$ cat src/rtl/btn_debounce_multi.sv
// N-channel push-button front end: 2-FF synchroniser, shared sample tick, shift-register
// debounce with hysteresis, and a per-channel press/long/repeat classifier.
module btn_debounce_multi #(
    parameter int N_BTN     = 4,
    parameter int CLK_HZ    = 100_000_000,
    parameter int SAMPLE_HZ = 1_000,
    parameter int DEPTH     = 8,
    parameter int LONG_MS   = 1000,
    parameter int REPEAT_MS = 200
) (
    input  logic             clk,
    input  logic             reset,
    input  logic [N_BTN-1:0] i_btn,
    output logic [N_BTN-1:0] o_level,
    output logic [N_BTN-1:0] o_press,
    output logic [N_BTN-1:0] o_release,
    output logic [N_BTN-1:0] o_long,
    output logic [N_BTN-1:0] o_repeat
);

    localparam int DIV    = CLK_HZ / SAMPLE_HZ;
    localparam int LONG_T = LONG_MS * SAMPLE_HZ / 1000;
    localparam int REP_T  = REPEAT_MS * SAMPLE_HZ / 1000;
    localparam int DIV_W  = ($clog2(DIV) > 1) ? $clog2(DIV) : 1;
    localparam int HOLD_W = ($clog2(LONG_T + 1) > 1) ? $clog2(LONG_T + 1) : 1;
    localparam int REP_W  = ($clog2(REP_T + 1) > 1) ? $clog2(REP_T + 1) : 1;

    localparam logic [1:0] ST_IDLE    = 2'd0;
    localparam logic [1:0] ST_PRESSED = 2'd1;
    localparam logic [1:0] ST_HELD    = 2'd2;

    logic [DIV_W-1:0] div_q, div_d;
    logic             tick;
    logic [N_BTN-1:0] sync1_q, sync2_q;

    always_comb begin
        tick  = (div_q == DIV_W'(DIV - 1));
        div_d = tick ? '0 : div_q + 1'b1;
    end

    always_ff @(posedge clk or posedge reset) begin
        if (reset) begin
            div_q   <= '0;
            sync1_q <= '0;
            sync2_q <= '0;
        end else begin
            div_q   <= div_d;
            sync1_q <= i_btn;
            sync2_q <= sync1_q;
        end
    end

    for (genvar g = 0; g < N_BTN; g++) begin : g_ch
        logic [DEPTH-1:0]  sh_q, sh_d;
        logic              level_q, level_d;
        logic [1:0]        state_q, state_d;
        logic [HOLD_W-1:0] hold_q, hold_d;
        logic [REP_W-1:0]  rep_q, rep_d;
        logic              press_q, press_d, release_q, release_d;
        logic              long_q, long_d, repeat_q, repeat_d;
        logic              rise, fall;

        // Level only moves when the whole window agrees; mixed windows hold the old level.
        always_comb begin
            sh_d    = sh_q;
            level_d = level_q;
            if (tick) begin
                sh_d = {sh_q[DEPTH-2:0], sync2_q[g]};
                if (&sh_d) begin
                    level_d = 1'b1;
                end else if (~|sh_d) begin
                    level_d = 1'b0;
                end
            end
        end

        // Events are decided from level_d so they register in the same clk as the new level.
        always_comb begin
            rise      = level_d & ~level_q;
            fall      = ~level_d & level_q;
            state_d   = state_q;
            hold_d    = hold_q;
            rep_d     = rep_q;
            press_d   = 1'b0;
            release_d = 1'b0;
            long_d    = 1'b0;
            repeat_d  = 1'b0;
            case (state_q)
                ST_IDLE: begin
                    if (rise) begin
                        press_d = 1'b1;
                        hold_d  = '0;
                        state_d = ST_PRESSED;
                    end
                end
                ST_PRESSED: begin
                    if (fall) begin
                        release_d = 1'b1;
                        hold_d    = '0;
                        rep_d     = '0;
                        state_d   = ST_IDLE;
                    end else if (tick) begin
                        if (hold_q == HOLD_W'(LONG_T - 1)) begin
                            long_d  = 1'b1;
                            rep_d   = '0;
                            state_d = ST_HELD;
                        end else if (~&hold_q) begin
                            hold_d = hold_q + 1'b1;
                        end
                    end
                end
                ST_HELD: begin
                    if (fall) begin
                        release_d = 1'b1;
                        hold_d    = '0;
                        rep_d     = '0;
                        state_d   = ST_IDLE;
                    end else if (tick && REP_T != 0) begin
                        if (rep_q == REP_W'(REP_T - 1)) begin
                            repeat_d = 1'b1;
                            rep_d    = '0;
                        end else if (~&rep_q) begin
                            rep_d = rep_q + 1'b1;
                        end
                    end
                end
                default: state_d = ST_IDLE;
            endcase
        end

        always_ff @(posedge clk or posedge reset) begin
            if (reset) begin
                sh_q      <= '0;
                level_q   <= 1'b0;
                state_q   <= ST_IDLE;
                hold_q    <= '0;
                rep_q     <= '0;
                press_q   <= 1'b0;
                release_q <= 1'b0;
                long_q    <= 1'b0;
                repeat_q  <= 1'b0;
            end else begin
                sh_q      <= sh_d;
                level_q   <= level_d;
                state_q   <= state_d;
                hold_q    <= hold_d;
                rep_q     <= rep_d;
                press_q   <= press_d;
                release_q <= release_d;
                long_q    <= long_d;
                repeat_q  <= repeat_d;
            end
        end

        assign o_level[g]   = level_q;
        assign o_press[g]   = press_q;
        assign o_release[g] = release_q;
        assign o_long[g]    = long_q;
        assign o_repeat[g]  = repeat_q;
    end

endmodule
$ cat config.mk
export PLATFORM = sky130hd
export DESIGN_NAME = btn_debounce_multi
export DESIGN_NICKNAME = d
export VERILOG_FILES = /design/src/rtl/btn_debounce_multi.sv
export SDC_FILE = /design/constraint.sdc
export NUM_CORES = 1
export LEC_CHECK = 0
export BUFFER_PORTS_ARGS = -buffer_cell sky130_fd_sc_hd__buf_2
export CAP_MARGIN = 20
export CORE_ASPECT_RATIO = 1.1
export CORE_MARGIN = 1.5
export CORE_UTILIZATION = 45
export CTS_CLUSTER_SIZE = 28
export DETAILED_ROUTE_END_ITERATION = 12
export PLACE_DENSITY = 0.6
export SETUP_SLACK_MARGIN = 0.05
export SYNTH_ARGS = -nofsm -noshare
export SYNTH_HDL_FRONTEND = slang
export SYNTH_SLANG_ARGS = --single-unit
$ cat constraint.sdc
create_clock -name clk -period 7 [get_ports clk]
set_clock_uncertainty 0.05 [all_clocks]
set_input_delay 2.1 -clock clk [delete_from_list [all_inputs] [get_ports clk]]
set_output_delay 2.1 -clock clk [all_outputs]
set_load 0.01 [all_outputs]
==> flow_summary.toml <==
[outcome]
outcome = "finished clean"

[min_path]
hold_path_end = "sync2_q[0]"
min_from = "sync1_q[0]"
whs_path_depth = 0
holdCritPathClass = "reg2reg"

[worst_setup_path]
reg2reg_depth = 7
path_max_fanout = 24
r2r-end = "g_ch[3].rep_q[1]"
cp.arrival_ns = 4.05
crit_type = "reg2reg"
cp-start-kind = "flip-flop"
r2r-start = "div_q[0]"
regToRegSetupSlack_ns = 3.19
endpoint_kind = "flip-flop"
required_ns = 7.24

[clocking]
post_cts_buffers = 0
clkTransAtPathRegs_ns = 0.06
ctsHoldBuffers = 0
postCtsResizedCells = 0
htree_levels = 4
root_buffer = "clkbuf_16"
numCtsBuffers = 17
cts_tree = "done"
clockBufferDepth = 2
cts.sinks = 153
clock_latency_ns = 0.42

[sta]
hold_viol = 0
slew-limit-headroom = 0.282
period_minus_slack_ns = 3.81
tightest_slew_ns = 1.06
finalCritPeriodShare = 0.544
setup_slack_ns = 3.19
setup_violations = 0
tns_ns = 0
rsz0062_at_grt = "no"
slew_violations = 0
fmax_ghz = 0.263

[yosys]
synth_cell_types = 69
syn_area_sq_mm = 0.00822
ys_ff_latch = 153
yosysWarningCount = 0
synth_edf_count = 0
yosysSeqAreaShare = 0.466
syn_nets = 928
syn_avg_cell_area_sq_um = 9.14
synthArstFlopShare = 1.00
synth_ff_type = "dfrtp_1"
syn_inst = 899

[placed_design]
hpwlAfterDp_um = 11400
dpl-instance-area_sq_mm = 0.00843
gp_congestion = 0.809
dp_slack_ns = 3.24
numPortBuffers = 25

[drt]
vias = 6439
postRouteAntennaNets = 0
drc = 0
post_drt_wl_per_cell_um = 14.8
drt_iter0_drc = 298
drtPass1Iterations = 4
avgViaCountPerCell = 5.61
routed_wl_um = 17000

[power]
p_total_w = 0.00177
irDropWorstVdd_uv = 149
power.density_mw_per_mm2 = 197
power.leakage_nw = 4.02

[cells_and_area]
n_antenna_cell = 0
final_core_util = 0.504
final_net_count = 929
drive_gt1_frac = 0.0891
fin_area_sq_mm = 0.00897
areaGrowthSynthToFinish_pct = 9.15

[global_routing]
grt_pass1_wl_um = 29500
grt_pass1_vias = 6216
antenna_found_initial = 0
globalRouteOverflowTotal = 0
grt_use_total = 0.188
grt_max_degree = 96

[floorplan]
design.core.area_sq_mm = 0.0178
io_pins = 26
die_h_um = 145
dieArea_sq_mm = 0.0191
die_w_um = 132
rows = 51
start_util = 0.462

[flow_run]
cap_violations = 0
-- flip-flops by register name, summed over array words and instances, names as in the netlist --
| signal | flops |
|---|---|
| g_ch.level_q | 4 |
| g_ch.repeat_q | 4 |
| sync2_q | 4 |
| g_ch.release_q | 4 |
| div_q | 17 |
| g_ch.hold_q | 40 |
| g_ch.press_q | 4 |
| g_ch.long_q | 4 |
| g_ch.state_q | 8 |
| g_ch.rep_q | 32 |
| g_ch.sh_q | 28 |
| sync1_q | 4 |
-- per-layer routing --
metal  track usage  part of all wire  vias up
met5             0                 0        -
met4        0.0550            0.0081        0
met3        0.0411             0.022       10
met2         0.312              0.47       61
met1         0.248              0.50     3106
li1              -                 -     3262
-- through the flow --
step / cells / hold WS [ns]
2_1_floorplan: 899 / 0.281
4_1_cts: 1147 / 0.302
3_3_place_gp: 1119 / 0.284
6_report: 1147 / 0.298
5_1_grt: 1147 / 0.313
3_5_place_dp: 1119 / 0.286
-- critical path: stages (launching register included) --
cell and delay (ns):
dfrtp_1 0.38, ha_1 0.21, and4_1 0.41, nand4_2 0.61, o41ai_2 1.15, o211ai_1 0.50, o21ai_0 0.27, o21ai_1 0.10
-- cell usage after synthesis (all sizes together), types with 8 or more instances --
cell type / number / area [sq um]
buf: 23 / 165
o21ai: 80 / 404
nor3: 20 / 100
xnor2: 9 / 78.8
and3: 24 / 150
nand2: 137 / 514
and2: 17 / 106
or4: 9 / 75.1
a31oi: 11 / 68.8
ha: 23 / 288
nor4: 13 / 87.6
inv: 25 / 93.8
nand4: 26 / 181
and4: 9 / 78.8
clkbuf: 25 / 93.8
nor2: 55 / 206
dfrtp: 153 / 3830
nand3: 43 / 215
a21oi: 50 / 250
nand2b: 14 / 95.1
a21o: 8 / 60.1
xor2: 9 / 78.8
o31ai: 32 / 255
-- report_power, final --
part	switching [W]	internal (W)
clock	0.000332	0.000527
combinational	0.0000179	0.00000228
sequential	0.00000158	0.000887
-- cell usage in the layout, fill, tap and decap left out, drive strengths merged, types with 7 or more instances in the layout --
cell    Yosys  routed
ha         23      23
or3         7       7
nand2b     14      14
a21o        8       8
o21ai      80      80
o31ai      32      32
nor4       13      13
and4        9       9
a21oi      50      50
nor3       20      20
inv        25      25
and2       17      17
a31oi      11      11
nand4      26      26
o41ai       7       7
and3       24      24
clkbuf     25      25
nor2       55      55
nand3      43      43
or4         9       9
buf        23      30
xnor2       9       9
xor2        9       9
nand2     137     137
dfrtp     153     153
-- final cells by class --
type	count	area [sq um]
fill	1687	8830
multi-input combinational	673	4040
sequential	153	3830
clock buffer	25	505
tap	238	298
timing repair buffer	30	163
inverter	25	98.8
clock inverter	3	40.0
-- worst max-delay path by stage --
stage	from	to	slack, ns	cells past startpoint
floorplan	reset	div_q[0]	0.73	1
detailed placement	reset	g_ch[2].level_q	3.24	3
finish	div_q[0]	g_ch[3].rep_q[1]	3.19	7
global route	div_q[0]	g_ch[3].rep_q[0]	2.81	7
global placement	reset	g_ch[2].state_q[0]	3.25	3
CTS	div_q[0]	g_ch[3].rep_q[1]	3.22	7
-- cells by family (layout without fill, tap and decap cells) --
logic type | Yosys count | in the layout | share of synthesized area
and+or+nand+nor | 396 | 396 | 0.250
AOI/OAI and AO/OA | 233 | 233 | 0.183
DFF | 153 | 153 | 0.466
buffers and inverters | 73 | 83 | 0.0429
adders and majority gates | 23 | 23 | 0.0350
xor gates and xnor gates | 18 | 18 | 0.0192
muxes | 3 | 3 | 0.00381
Note: power is estimated with default switching activity, not from simulation.
